`config.mk`:
```
export PLATFORM = sky130hd
export DESIGN_NAME = microsequencer
export DESIGN_NICKNAME = d
export VERILOG_FILES = /design/src/rtl/microseq_pkg.sv /design/src/rtl/microsequencer_microstore.sv /design/src/rtl/microsequencer.sv
export SDC_FILE = /design/constraint.sdc
export NUM_CORES = 1
export LEC_CHECK = 0
export CORE_ASPECT_RATIO = 1.5
export CORE_UTILIZATION = 40
export DETAILED_ROUTE_END_ITERATION = 6
export PLACE_DENSITY = 0.88
export SYNTH_ARGS = -nofsm -noshare
export SYNTH_HDL_FRONTEND = slang
export SYNTH_SLANG_ARGS = --single-unit
export TNS_END_PERCENT = 50
```
`constraint.sdc`:
```
create_clock -name clk -period 3.7 [get_ports clk]
set_input_delay 0.37 -clock clk [delete_from_list [all_inputs] [get_ports clk]]
set_output_delay 0.37 -clock clk [all_outputs]
set_load 0.02 [all_outputs]
```
`src/rtl/microseq_pkg.sv`:
```
// microseq_pkg: shared constants for the microsequencer and its microstore.
// Covers the next-state select encodings, the named microstate codes, the
// control-word width and the bit positions of the datapath control signals.
package microseq_pkg;

  localparam int CTL_W       = 40;
  localparam int MOC_TIMEOUT = 16;

  // Next-state select field of a microword.
  localparam logic [1:0] NS_INC      = 2'b00;
  localparam logic [1:0] NS_FETCH    = 2'b01;
  localparam logic [1:0] NS_DISPATCH = 2'b10;
  localparam logic [1:0] NS_WAITINC  = 2'b11;

  // Fixed states.
  localparam logic [6:0] FETCH_ST   = 7'd1;
  localparam logic [6:0] ILLEGAL_ST = 7'd91;

  localparam logic [6:0] ST_RESET   = 7'd0;
  localparam logic [6:0] ST_FETCH   = FETCH_ST;
  localparam logic [6:0] ST_IRLOAD  = 7'd2;
  localparam logic [6:0] ST_DECODE  = 7'd3;
  localparam logic [6:0] ST_ILLEGAL = ILLEGAL_ST;

  // Encoder entry codes and the follow-on states of their flows.
  localparam logic [6:0] ST_BL          = 7'd40;
  localparam logic [6:0] ST_BL_PC       = 7'd41;
  localparam logic [6:0] ST_BRANCH      = 7'd42;
  localparam logic [6:0] ST_DP_IMM      = 7'd43;
  localparam logic [6:0] ST_DP_SHIFT    = 7'd44;
  localparam logic [6:0] ST_DP_SHIFT_WB = 7'd45;
  localparam logic [6:0] ST_LDR         = 7'd50;
  localparam logic [6:0] ST_LDR_WAIT    = 7'd51;
  localparam logic [6:0] ST_LDR_WB      = 7'd52;
  localparam logic [6:0] ST_STR         = 7'd54;
  localparam logic [6:0] ST_STR_DATA    = 7'd55;
  localparam logic [6:0] ST_STR_WAIT    = 7'd56;
  localparam logic [6:0] ST_STR_DONE    = 7'd57;

  // Control-word bit positions.
  localparam int CTL_PC_OUT     = 0;
  localparam int CTL_PC_LOAD    = 1;
  localparam int CTL_PC_INC     = 2;
  localparam int CTL_MAR_LOAD   = 3;
  localparam int CTL_MDR_LOAD   = 4;
  localparam int CTL_MDR_OUT    = 5;
  localparam int CTL_MEM_READ   = 6;
  localparam int CTL_MEM_WRITE  = 7;
  localparam int CTL_IR_LOAD    = 8;
  localparam int CTL_RF_WRITE   = 9;
  localparam int CTL_RF_OUT_A   = 10;
  localparam int CTL_RF_OUT_B   = 11;
  localparam int CTL_LR_SEL     = 12;
  localparam int CTL_IMM_SEL    = 13;
  localparam int CTL_OFFSET_SEL = 14;
  localparam int CTL_ALU_ADD    = 15;
  localparam int CTL_ALU_OP     = 16;
  localparam int CTL_SHIFT_EN   = 17;

  // One-hot control word with only bit idx set.
  function automatic logic [CTL_W-1:0] cbit(input int idx);
    logic [CTL_W-1:0] w;
    w      = '0;
    w[idx] = 1'b1;
    return w;
  endfunction

endpackage

```
`src/rtl/microsequencer_microstore.sv`:
```
// microstore: combinational lookup from the current microstate to its
// next-state select and control word. States without an entry return to
// fetch with an all-zero control word.
module microstore
  import microseq_pkg::*;
(
  input  logic [6:0]       state,
  output logic [1:0]       nsel,
  output logic [CTL_W-1:0] ctl
);

  // Microstore table.
  always_comb begin
    nsel = NS_FETCH;
    ctl  = '0;
    case (state)
      ST_RESET: begin
        nsel = NS_INC;
      end
      ST_FETCH: begin
        nsel = NS_INC;
        ctl  = cbit(CTL_PC_OUT) | cbit(CTL_MAR_LOAD) | cbit(CTL_MEM_READ);
      end
      ST_IRLOAD: begin
        nsel = NS_WAITINC;
        ctl  = cbit(CTL_MEM_READ) | cbit(CTL_MDR_OUT) | cbit(CTL_IR_LOAD);
      end
      ST_DECODE: begin
        nsel = NS_DISPATCH;
        ctl  = cbit(CTL_PC_INC);
      end
      // BL: LR <- PC, then PC <- PC + offset.
      ST_BL: begin
        nsel = NS_INC;
        ctl  = cbit(CTL_PC_OUT) | cbit(CTL_LR_SEL) | cbit(CTL_RF_WRITE);
      end
      ST_BL_PC: begin
        ctl = cbit(CTL_PC_OUT) | cbit(CTL_OFFSET_SEL) | cbit(CTL_ALU_ADD) | cbit(CTL_PC_LOAD);
      end
      ST_BRANCH: begin
        ctl = cbit(CTL_PC_OUT) | cbit(CTL_OFFSET_SEL) | cbit(CTL_ALU_ADD) | cbit(CTL_PC_LOAD);
      end
      ST_DP_IMM: begin
        ctl = cbit(CTL_RF_OUT_A) | cbit(CTL_IMM_SEL) | cbit(CTL_ALU_OP) | cbit(CTL_RF_WRITE);
      end
      ST_DP_SHIFT: begin
        nsel = NS_INC;
        ctl  = cbit(CTL_RF_OUT_B) | cbit(CTL_SHIFT_EN);
      end
      ST_DP_SHIFT_WB: begin
        ctl = cbit(CTL_RF_OUT_A) | cbit(CTL_ALU_OP) | cbit(CTL_RF_WRITE);
      end
      // LDR: address, memory read with MOC wait, register writeback.
      ST_LDR: begin
        nsel = NS_INC;
        ctl  = cbit(CTL_RF_OUT_A) | cbit(CTL_IMM_SEL) | cbit(CTL_ALU_ADD) | cbit(CTL_MAR_LOAD);
      end
      ST_LDR_WAIT: begin
        nsel = NS_WAITINC;
        ctl  = cbit(CTL_MEM_READ);
      end
      ST_LDR_WB: begin
        ctl = cbit(CTL_MDR_OUT) | cbit(CTL_RF_WRITE);
      end
      // STR: address, data to MDR, memory write with MOC wait, done.
      ST_STR: begin
        nsel = NS_INC;
        ctl  = cbit(CTL_RF_OUT_A) | cbit(CTL_IMM_SEL) | cbit(CTL_ALU_ADD) | cbit(CTL_MAR_LOAD);
      end
      ST_STR_DATA: begin
        nsel = NS_INC;
        ctl  = cbit(CTL_RF_OUT_B) | cbit(CTL_MDR_LOAD);
      end
      ST_STR_WAIT: begin
        nsel = NS_WAITINC;
        ctl  = cbit(CTL_MEM_WRITE);
      end
      ST_STR_DONE: begin
        ctl = '0;
      end
      ST_ILLEGAL: begin
        ctl = '0;
      end
      default: begin
        nsel = NS_FETCH;
        ctl  = '0;
      end
    endcase
  end

  // An INC out of the last state would wrap to reset; the table must not do that.
  always_comb begin
    assert (!(state == 7'h7f && nsel == NS_INC));
  end

endmodule

```
`src/rtl/microsequencer.sv`:
```
// microsequencer: state register and next-state logic of the control unit.
// Walks fetch / IR load / decode, dispatches on the encoder entry code and
// runs the per-instruction flow held in the microstore.
// Optional MOC timeout: define MICROSEQ_MOC_TIMEOUT_EN.
//
// Memory handshake: a WAITINC state holds its control word (the request)
// until moc_IN is sampled high on a rising edge; that same edge advances the
// state, so moc_IN high on the first cycle of the state costs no extra cycle.
module microsequencer
  import microseq_pkg::*;
(
  input  logic             clk,
  input  logic             reset,
  input  logic [6:0]       encoder_IN,
  input  logic             cond_IN,
  input  logic             moc_IN,
  output logic [6:0]       state_OUT,
  output logic [CTL_W-1:0] ctl_OUT,
  output logic             fetch_OUT,
  output logic             illegal_OUT,
  output logic             bus_err_OUT
);

  logic [6:0]       state_q;
  logic [6:0]       state_d;
  logic [1:0]       nsel;
  logic [CTL_W-1:0] ctl;
  logic             illegal_q;
  logic             illegal_set;
  logic             timeout;

  microstore u_store (
    .state (state_q),
    .nsel  (nsel),
    .ctl   (ctl)
  );

`ifdef MICROSEQ_MOC_TIMEOUT_EN
  localparam int CNT_W = $clog2(MOC_TIMEOUT + 1);

  logic [CNT_W-1:0] wait_cnt;
  logic             bus_err_q;

  // The wait gives up on its MOC_TIMEOUT-th cycle unless MOC arrives then.
  assign timeout = (nsel == NS_WAITINC) && !moc_IN &&
                   (wait_cnt == CNT_W'(MOC_TIMEOUT - 1));

  // Count cycles held in a wait state; clear whenever the state is left.
  always_ff @(posedge clk) begin
    if (reset) begin
      wait_cnt <= '0;
    end else if ((nsel == NS_WAITINC) && !moc_IN && !timeout) begin
      wait_cnt <= wait_cnt + CNT_W'(1);
    end else begin
      wait_cnt <= '0;
    end
  end

  // Sticky bus-error flag, cleared only by reset.
  always_ff @(posedge clk) begin
    if (reset) begin
      bus_err_q <= 1'b0;
    end else if (timeout) begin
      bus_err_q <= 1'b1;
    end
  end

  assign bus_err_OUT = bus_err_q;
`else
  assign timeout     = 1'b0;
  assign bus_err_OUT = 1'b0;
`endif

  // Next-state selection driven by the microword's nsel field.
  always_comb begin
    state_d     = state_q;
    illegal_set = 1'b0;
    case (nsel)
      NS_INC: begin
        state_d = state_q + 7'd1;
      end
      NS_FETCH: begin
        state_d = FETCH_ST;
      end
      NS_DISPATCH: begin
        if (encoder_IN == 7'd0 || !cond_IN) begin
          state_d = FETCH_ST;
        end else if (encoder_IN == ILLEGAL_ST) begin
          state_d     = ILLEGAL_ST;
          illegal_set = 1'b1;
        end else begin
          state_d = encoder_IN;
        end
      end
      NS_WAITINC: begin
        if (moc_IN) begin
          state_d = state_q + 7'd1;
        end else if (timeout) begin
          state_d = FETCH_ST;
        end
      end
    endcase
  end

  // State register.
  always_ff @(posedge clk) begin
    if (reset) begin
      state_q <= ST_RESET;
    end else begin
      state_q <= state_d;
    end
  end

  // Sticky undefined-instruction flag, cleared only by reset.
  always_ff @(posedge clk) begin
    if (reset) begin
      illegal_q <= 1'b0;
    end else if (illegal_set) begin
      illegal_q <= 1'b1;
    end
  end

  assign state_OUT   = state_q;
  assign ctl_OUT     = ctl;
  assign fetch_OUT   = (state_q == FETCH_ST);
  assign illegal_OUT = illegal_q;

endmodule

```
==> metrics list <==
- Top-count cell post-synth: sky130_fd_sc_hd__buf_4
- Setup TNS: 0 ns
- Clock tree synthesis inserted a total of 3 buffers.
- Portion of synthesized cell area occupied by the leading cell type: 17.45%
- In this run the register-to-register setup slack is 1.54 ns.
- DRC: 12
- Clock-pin slew on the worst setup and hold paths: 0.05 ns
- The critical path starts at state_OUT[3].
- STA classifies the critical path endpoint as an output pin.
- Overall power consumption: 0.7482 mW
* Routed WL per cell: 13.37 um
* Hold path startpoint: illegal_OUT
- After layout, the worst path uses 73.13% of the clock period.
- Least-Margin Pin Slew: 0.5292 ns
- Routed via count divided by cell count: 5.283
- Die Outline Area: 0.002792 mm^2
- In this run the number of H-tree levels came out at 1.
- Traced cell by cell, the critical path runs through nand3b_1 -> or3_2 -> o21ai_0 -> clkdlybuf4s50_1.
* Post-CTS setup-driven buffer insertion count: 0
- Number of instances in the synthesized netlist: 133
* Count of cell types in the netlist: 43
* Cell Int Power: 0.3685 mW
- CP Data Required Time: 3.33 ns
* Top-Level Pins: 61
- Violated checks: design-rule violations
- In this run, the clock network consumes 9.2% of the power.
- The number of pins exceeding their max-slew limit in the final report was 0.
- In this run, post-CTS hold repair placed 0 buffers.
- In the final layout, the share of cells above drive strength 1 is 8.982%.
- Of the synthesized area, sequential elements account for 15.52%.
* GR Overflow Total: 0
* Yosys Warn Count: 0
* Number of antenna violations at the first check in global routing: 0
- Clock tree from TritonCTS: built
- Final Hold Viols: 0
- Share of synthesized flip-flops with an asynchronous set or reset: 0%
- Switching power share of the total: 50.75%
- The startpoint identified for the worst register-to-register timing path is state_OUT[0].
* Hold path depth: 2
* Proportion of power drawn by flip-flops and latches: 20.2%
- The worst path in the final design needs a cycle of 2.706 ns, including I/O delays and setup.
- The synthesized netlist occupies a cell area of 0.001032 mm^2.
- Number of DRC violations after detailed-routing iteration 0: 43
- Setup slack closes at 0.9943 ns.
- Prior to clock tree synthesis, the placed netlist has a worst setup slack of 1.306 ns.
- Number of synthesized register bits: 8
- The tree is rooted in a sky130_fd_sc_hd__clkbuf_4.
* Vertical die dimension: 64.22 um
- Critical Path Fanout Max: 9
- In this run the tightest slew margin relative to its limit is 64.67%.
- The worst setup path is of the register to output pin kind.
- Once detail routing completed, the nets flagged for antenna violations numbered 0.
* Overall die width: 43.48 um
* Combinational group share of total power: 70.6%
- Setup repair after global routing missed its margin: no
- The clock drives 8 sinks.
- Net count of the finished layout: 185
- Each instance of the synthesized netlist takes up on average 7.761 um^2.
* Worst hold-check path type: register to register
- Max-cap violations in this run came to 0.
- Once detailed placement completed, the half-perimeter wirelength came to 2.095 mm.
- After clock tree synthesis, the repair step resized 0 gates.
- The run finished, with violations left.
- GRT Total Usage: 18.75%
- Power per Cell Area: 564.1 mW/mm^2
- Commonest cells in the netlist: sky130_fd_sc_hd__buf_4 (24), sky130_fd_sc_hd__nand2_1 (13), sky130_fd_sc_hd__dfxtp_1 (8), sky130_fd_sc_hd__nor2_1 (8), sky130_fd_sc_hd__inv_1 (7)
- The number of global-route vias before repair came to 953.
* Capture instance of the worst register-to-register path: state_OUT[5]
* Biggest area consumer among synthesized cells: sky130_fd_sc_hd__buf_4
- The final route contains 1,009 vias.
- Entering global routing, the biggest net connects 13 pins.
- Initial standard-cell utilization of the core: 42.13%
- Core region area: 0.002450 mm^2
- Measured in cells, the most critical reg-to-reg path has a length of 7.
- Among all stages on the critical path, the largest delay is contributed by sky130_fd_sc_hd__clkdlybuf4s50_1.
- The congestion estimate from routability-driven global placement came to 0.8852.
* Sink of the worst hold path: illegal_OUT
- The analysis attributes to cell leakage a power of 0.5760 nW.
- Ranked by total cell area, the synthesized netlist is headed by sky130_fd_sc_hd__buf_4 (17%), sky130_fd_sc_hd__dfxtp_1 (16%), sky130_fd_sc_hd__ha_1 (6.1%).
* Clock latency on the worst-skew pair: 0.26 ns
- Buffering stage count on the worst path with inverters included: 1
* Fmax: 369.6 MHz
- Kind of launch point of the worst setup path: register
* Power dissipated by switching net loads: 0.3797 mW
- Critical path's largest stage delay: 0.64 ns
- The number of antenna diodes in the final layout is 0.
- The worst-case IR drop observed on VDD is 0.0003467 V.
- Number of synthesized flops with an enable pin: 0
* Layout Skew: 0.001001 ns
- CP delay by family, top: simple AND/OR/NAND/NOR gates
- Synthesis-to-layout area growth: 28.48%
- Global-route wire length before repair: 4.036 mm
- The first detailed-routing pass took 7 iterations.
* Number of buffers added on ports: 37
* Site row count: 22
- Setup violations remaining at the end of the flow were counted as 0.
* Wire length reported by the detailed router: 2.554 mm
- Arrival time worst endpoint: 2.34 ns
- The longest clock path from root to sink contains 2 buffers.
* Most instantiated flip-flop cell in the synthesis netlist: sky130_fd_sc_hd__dfxtp_1
==> worst min-delay path: stages (launching register included) <==
cell and delay, ns:
sky130_fd_sc_hd__dfxtp_1 0.33, sky130_fd_sc_hd__a31oi_1 0.04, sky130_fd_sc_hd__nor2_1 0.07
==> sequential cells by signal, indices dropped and copies added, names as in the netlist <==
| register | count |
|---|---|
| state_OUT | 7 |
| illegal_OUT | 1 |
==> power by group through the flow <==
stage | Combinational, mW | Clock (mW) | Sequential, mW
5_1_grt | 0.563 | 0.0750 | 0.157
6_report | 0.528 | 0.0687 | 0.151
3_3_place_gp | 0.509 | 0 | 0.148
3_5_place_dp | 0.523 | 0 | 0.153
2_1_floorplan | 0.350 | 0 | 0.155
4_1_cts | 0.526 | 0.0695 | 0.151
==> cell families (layout without fill, tap and decap cells) <==
logic type                 after synthesis  count (layout)  share of synthesized area (%)
AOI/OAI and AO/OA                       24              24                          16.61
DFF                                      8               8                          15.51
other                                    1              23                         0.3633
xor gates and xnor gates                 5               5                          4.242
and+or+nand+nor                         54              54                          33.21
buffers and inverters                   35              47                          23.03
adders and majority gates                5               5                          6.061
muxes                                    1               1                         0.9697
==> routing by layer <==
layer	track usage, %	vias to the layer above	wire length [um]
li1	-	487	-
met1	17.01	454	905
met2	37.12	61	1427
met3	1.412	7	164
met4	12.11	0	56
met5	0	-	0
==> worst max path at each step <==
stage,endpoint,depth (start not counted)
6_report,ctl_OUT[0],4
3_5_place_dp,ctl_OUT[0],4
4_1_cts,ctl_OUT[0],4
3_3_place_gp,ctl_OUT[0],4
2_1_floorplan,ctl_OUT[14],5
5_1_grt,ctl_OUT[6],5
==> stage by stage <==
stage	instances	hold slack (ns)	area [um^2]	util, %
finish	191	0.4772	1326	54.14
global route	191	0.5214	1326	54.14
CTS	191	0.4839	1326	54.14
detailed placement	188	0.4718	1304	53.22
global placement	188	0.4667	1304	53.22
floorplan	155	0.4883	1115	-
==> layout by cell type, fill, tap and decap left out, drive strengths merged, types with 2 or more instances in the layout <==
cell type,n
a21o,2
a21oi,6
a31oi,2
and2,4
and3b,2
clkbuf,3
clkdlybuf4s50,37
conb,23
dfxtp,8
ha,5
inv,7
nand2,14
nand3,5
nand3b,3
nand4,2
nand4b,3
nor2,10
nor3,4
nor3b,2
o21ai,4
o22ai,3
or3,2
xnor2,4
==> cell type report <==
class	count	area, um^2
tap	24	30.03
fill	244	1124
timing repair buffer	37	370.4
inverter	7	26.28
multi-input combinational	112	716.9
clock buffer	3	22.52
sequential	8	160.2
Power figures use the tool's default switching activity.
==> RTL change 1 (config.mk and constraints unchanged) <==
The option `MICROSEQ_MOC_TIMEOUT_EN` is turned on by a define.
--- a/src/rtl/microsequencer.sv
+++ b/src/rtl/microsequencer.sv
@@ -6,6 +6,8 @@
 // Memory handshake: a WAITINC state holds its control word (the request)
 // until moc_IN is sampled high on a rising edge; that same edge advances the
 // state, so moc_IN high on the first cycle of the state costs no extra cycle.
+`define MICROSEQ_MOC_TIMEOUT_EN
+
 module microsequencer
   import microseq_pkg::*;
 (
Behaviour: no difference found for any inputs over 10 cycles, from zero or initial values and one cycle with reset high; that may be too few to reach the edited logic, so the function may still have changed.
==> RTL change 1 against the unedited design <==
Area after synthesis grew 22%; setup slack lost 0.075 ns; cell area grew 21%; clock skew grew 0.00069 ns; total power grew 20%; register-to-register slack lost 0.29 ns; routed wire length grew 11%; cell count grew 27%; non-clock buffer count grew 1; sequential cell count grew 6.
==> RTL change 1: results (changes against the unedited design) <==
Status: completed
Worst-case vdd ir drop: 0.267 mV (-23%)
H-tree levels: 1 (unchanged)
Clk Latency, worst-skew pair: 0.26 ns (about the same)
Largest net degree at the start of global routing: 16 (+3)
Drt initial violations: 31 (-28%)
Post-DP Area: 0.00155 mm² (+19%)
Ys async rst share: 0 (unchanged)
Aggregate global-route resource usage: 0.180 (-0.00775)
ANT cells: 0 (unchanged)
TritonRoute pass-1 iters: 4 (-3)
CTS Buf Count: 3 (unchanged)
Leading post-synthesis cells by cell area: dfxtp_1 22%, buf_4 14%, ha_1 6.0%
Main synth FF type: dfxtp_1
Tmin final: 2.78 ns (+0.0751 ns)
Fraction of layout cells with a size suffix above 1: 0.0493 (-0.0406)
R2r endpoint: state_OUT[5]$_SDFFE_PP0P_
RR Startpoint: state_OUT[0]$_SDFFE_PP0P_
Gate Count Post-Synth: 171 (+29%)
Synth top cells by count: 24 x buf_4, 14 x dfxtp_1, 14 x nor2_1
Maximum fanout along the worst path: 10 (+1)
Post-Place Setup Slack: 1.21 ns (-0.0913 ns)
EDFF count, synth: 0 (unchanged)
Setup repair bufs after CTS: 0 (unchanged)
Reg2reg path depth: 6 (-1)
Critical-path top delay cell: clkdlybuf4s50_1
GP Congestion: 0.918 (+3.7%)
First-pass GRT wire length: 4.51 mm (+12%)
Post_cts resized: 0 (unchanged)
Via/cell ratio: 5.13 (-2.8%)
Slew margin rel.: 0.519 (-0.128)
Synthesis Warnings: 0 (unchanged)
Data arrival, critical path: 2.41 ns (+0.07 ns)
Leak Pwr: 0.622 nW (+8.0%)
Non-Filler Instances: 242 (+27%)
Initial antenna violation count: 0 (unchanged)
Critical path class: register to output pin
Root buffer cell: clkbuf_8
Worst Clk Skew: 0.00169 ns (+0.000685 ns)
# nets final: 221 (+19%)
Maximum clock insertion buffer count: 2 (unchanged)
Clock-pin slew of the registers on the worst-case setup and hold paths: 0.05 ns (about the same)
Max reg flops: 7 (unchanged)
Vias in the first global route: 1,082 (+14%)
CP peak stage delay: 0.64 ns (about the same)
Seq/Total Area, Yosys: 0.223 (+0.0677)
Fillers: 318 (+30%)
Placed cells: 238 (+27%)
Worst setup path endpoint: ctl_OUT[9]
Hold Path Class: register to register
Post-DP HPWL: 2.27 mm (+8.4%)
Reg2reg setup slack: 1.25 ns (-0.29 ns)
Total Routed Length: 2.84 mm (+11%)
Synth unique cells: 46 (+7.0%)
Port-buffer cells: 38 (+2.7%)
RTL change 1: cell families (layout without fill, tap and decap cells):
group                    after synthesis  after routing  share of synthesized area
multiplexers                           2              2                     0.0159
XOR/XNOR                               7              7                     0.0488
other                                  1             22                    0.00298
AND/OR/NAND/NOR                       80             80                      0.345
AO/OA/AOI/OAI                         21             21                      0.108
flip-flops                            14             14                      0.223
adder cells (fa/ha/maj)                6              6                     0.0597
buffers and inverters                 40             51                      0.196
RTL change 1: through the flow:
| stage | hold WS (ns) | utilization |
|---|---|---|
| floorplan | 0.432 | - |
| global placement | 0.445 | 0.528 |
| detailed placement | 0.452 | 0.528 |
| CTS | 0.460 | 0.546 |
| global route | 0.485 | 0.546 |
| finish | 0.459 | 0.546 |
RTL change 1: worst min path at each step:
stage	slack (ns)	endpoint	startpoint	cells after the start
2_1_floorplan	0.43	wait_cnt[0]$_SDFF_PP0_	wait_cnt[0]$_SDFF_PP0_	1
3_3_place_gp	0.44	wait_cnt[0]$_SDFF_PP0_	wait_cnt[0]$_SDFF_PP0_	1
3_5_place_dp	0.45	wait_cnt[0]$_SDFF_PP0_	wait_cnt[0]$_SDFF_PP0_	1
4_1_cts	0.46	wait_cnt[0]$_SDFF_PP0_	wait_cnt[0]$_SDFF_PP0_	1
5_1_grt	0.48	wait_cnt[0]$_SDFF_PP0_	wait_cnt[0]$_SDFF_PP0_	1
6_report	0.46	wait_cnt[0]$_SDFF_PP0_	wait_cnt[0]$_SDFF_PP0_	1
RTL change 1: routing by layer:
layer	up-vias	track usage	routed length, µm
li1	611	-	-
met5	-	0	0
met2	59	0.305	1480
met3	7	0.0153	166
met1	565	0.204	1100
met4	0	0.105	89
RTL change 1: worst max-delay path: cells and delay by family, from the launching register on:
kind / cells / cell delay, ns
AOI/OAI and AO/OA: 1 / 0.10
adders and majority gates: 1 / 0.46
buffers and inverters: 1 / 0.64
DFF: 1 / 0.48
muxes: 1 / 0.12
and+or+nand+nor: 1 / 0.36
RTL change 1: where the power goes:
part           switching [W]  internal [W]
clock              0.0000576     0.0000946
sequential         0.0000428      0.000169
combinational       0.000312      0.000220
RTL change 1: area by class of cell:
| cell class | instances | area [µm²] | share of cell area |
|---|---|---|---|
| multi-input combinational | 138 | 810 | 0.504 |
| timing repair buffer | 38 | 380 | 0.237 |
| sequential | 14 | 280 | 0.174 |
| clock buffer | 4 | 55.1 | 0.0342 |
| tap | 39 | 48.8 | 0.0304 |
| inverter | 9 | 33.8 | 0.0210 |
==> RTL change 2 (same flow settings) <==
Without the edit above. Put a register stage on the outputs `ctl_OUT` and `fetch_OUT`, without a reset. The values now appear one clock later. The other outputs are not delayed to match.
--- a/src/rtl/microsequencer.sv
+++ b/src/rtl/microsequencer.sv
@@ -121,8 +121,10 @@
   end
 
   assign state_OUT   = state_q;
-  assign ctl_OUT     = ctl;
-  assign fetch_OUT   = (state_q == FETCH_ST);
+  always_ff @(posedge clk) begin
+    ctl_OUT   <= ctl;
+    fetch_OUT <= (state_q == FETCH_ST);
+  end
   assign illegal_OUT = illegal_q;
 
 endmodule
Function: changed (a bounded check fails within 4 cycles, from zero or initial values and one cycle with reset high).
==> RTL change 2 against the unedited design <==
Sequential power is 140% higher; total power is 32% higher; routed wire length is 5.4% higher; area after synthesis is 34% higher; setup slack better by 0.080 ns; core utilization is 0.58 points lower; sequential cell count is 18 higher; clock skew is 0.0017 ns higher; cell area is 30% higher; non-clock buffer count stayed put; hold slack better by 0.0086 ns; synthesized cell count is 15% higher.
==> RTL change 2: results (changes against the unedited design) <==
Root buffer cell: clkbuf_8
Maximum fanout along the worst path: 15 (+6)
CP peak stage delay: 0.91 ns (+0.27 ns)
Status: completed
Logic gate share of total power: 0.476 (-0.230)
Slew margin rel.: 0.320 (-0.327)
Critical-path top delay cell: nor4bb_1
Data arrival, critical path: 2.81 ns (+0.47 ns)
GR Layer Usage met3: 0.0204 (+0.00633)
Leak Pwr: 0.719 nW (+25%)
Synth Area in Compound Gates: 0.166 (-0.000300)
First-pass GRT wire length: 4.26 mm (+5.6%)
Largest net degree at the start of global routing: 16 (+3)
Sequential group power: 0.000365 W (+140%)
Leading post-synthesis cells by cell area: dfxtp_1 38%, buf_4 14%, ha_1 4.5%
Post-Place Setup Slack: 1.14 ns (-0.169 ns)
Worst-case vdd ir drop: 0.290 mV (-16%)
# nets final: 206 (+11%)
Synth top cells by count: 26 x buf_4, 26 x dfxtp_1, 15 x nand2_1
Met2 Use GR: 0.276 (-0.0957)
Fraction of layout cells with a size suffix above 1: 0.0585 (-0.0313)
Seq/Total Area, Yosys: 0.377 (+0.222)
Post-synthesis mux area share: 0.00725 (-0.00245)
Reg2reg path depth: 5 (-2)
Grt met1 use: 0.151 (-0.0191)
Vias: 1,158 (+15%)
Synth Area in Adders: 0.0453 (-0.0153)
TritonRoute pass-1 iters: 4 (-3)
Max reg flops: 17 (+10)
Clock-pin slew of the registers on the worst-case setup and hold paths: 0.08 ns (+0.03 ns)
Synth unique cells: 40 (-7.0%)
Vias in the first global route: 998 (+4.7%)
Post-Synth XOR/XNOR Area: 0.0317 (-0.0107)
Aggregate global-route resource usage: 0.151 (-0.0366)
Avg WL per Cell: 11.8 µm (-12%)
[RTL change 2: cell count changes in the layout (fill, tap and decap cells not counted), moves of 3 or more]
cell / unedited run / this run
dfxtp_1: 8 / 26
clkbuf_8: 0 / 3
clkbuf_4: 3 / 0
o22ai_1: 3 / 0
o211ai_1: 1 / 5
nand3b_1: 3 / 0
[RTL change 2: path summary, 6_finish.rpt]
path	from	to	slack (ns)
worst max-delay path	state_OUT[2]$_SDFFE_PP0P_	state_OUT[1]$_SDFFE_PP0P_	1.07
worst min-delay path	illegal_OUT$_SDFFE_PP0P_	illegal_OUT$_SDFFE_PP0P_	0.49
worst max register to register	state_OUT[2]$_SDFFE_PP0P_	state_OUT[1]$_SDFFE_PP0P_	1.07
worst min register to register	illegal_OUT$_SDFFE_PP0P_	illegal_OUT$_SDFFE_PP0P_	0.49
[RTL change 2: through the flow]
| step | cell area, µm² | cells | power, W |
|---|---|---|---|
| 6_report | 1730 | 228 | 0.000987 |
| 5_1_grt | 1730 | 228 | 0.00104 |
| 4_1_cts | 1730 | 228 | 0.000988 |
| 3_5_place_dp | 1680 | 225 | 0.000837 |
| 3_3_place_gp | 1680 | 225 | 0.000829 |
| 2_1_floorplan | 1460 | 175 | 0.000702 |
[RTL change 2: critical path: cells and delay by family, from the launching register on]
family | cells | cell delay [ns]
simple gates | 2 | 1.08
compound gates | 3 | 0.76
flops | 1 | 0.71
[RTL change 2: cell type report]
type	instances	area (µm²)
multi-input cells	112	706
repair buffers	37	370
well taps	40	50.0
flip-flops and latches	26	520
fillers	298	1500
inverters	10	37.5
clock buffers	3	41.3
[RTL change 2: metal layers]
metal  vias to the layer above  routed length (µm)
met1                       530                1040
met3                         9                 178
li1                        554                   -
met4                         0                  92
met2                        65                1380
met5                         -                   0
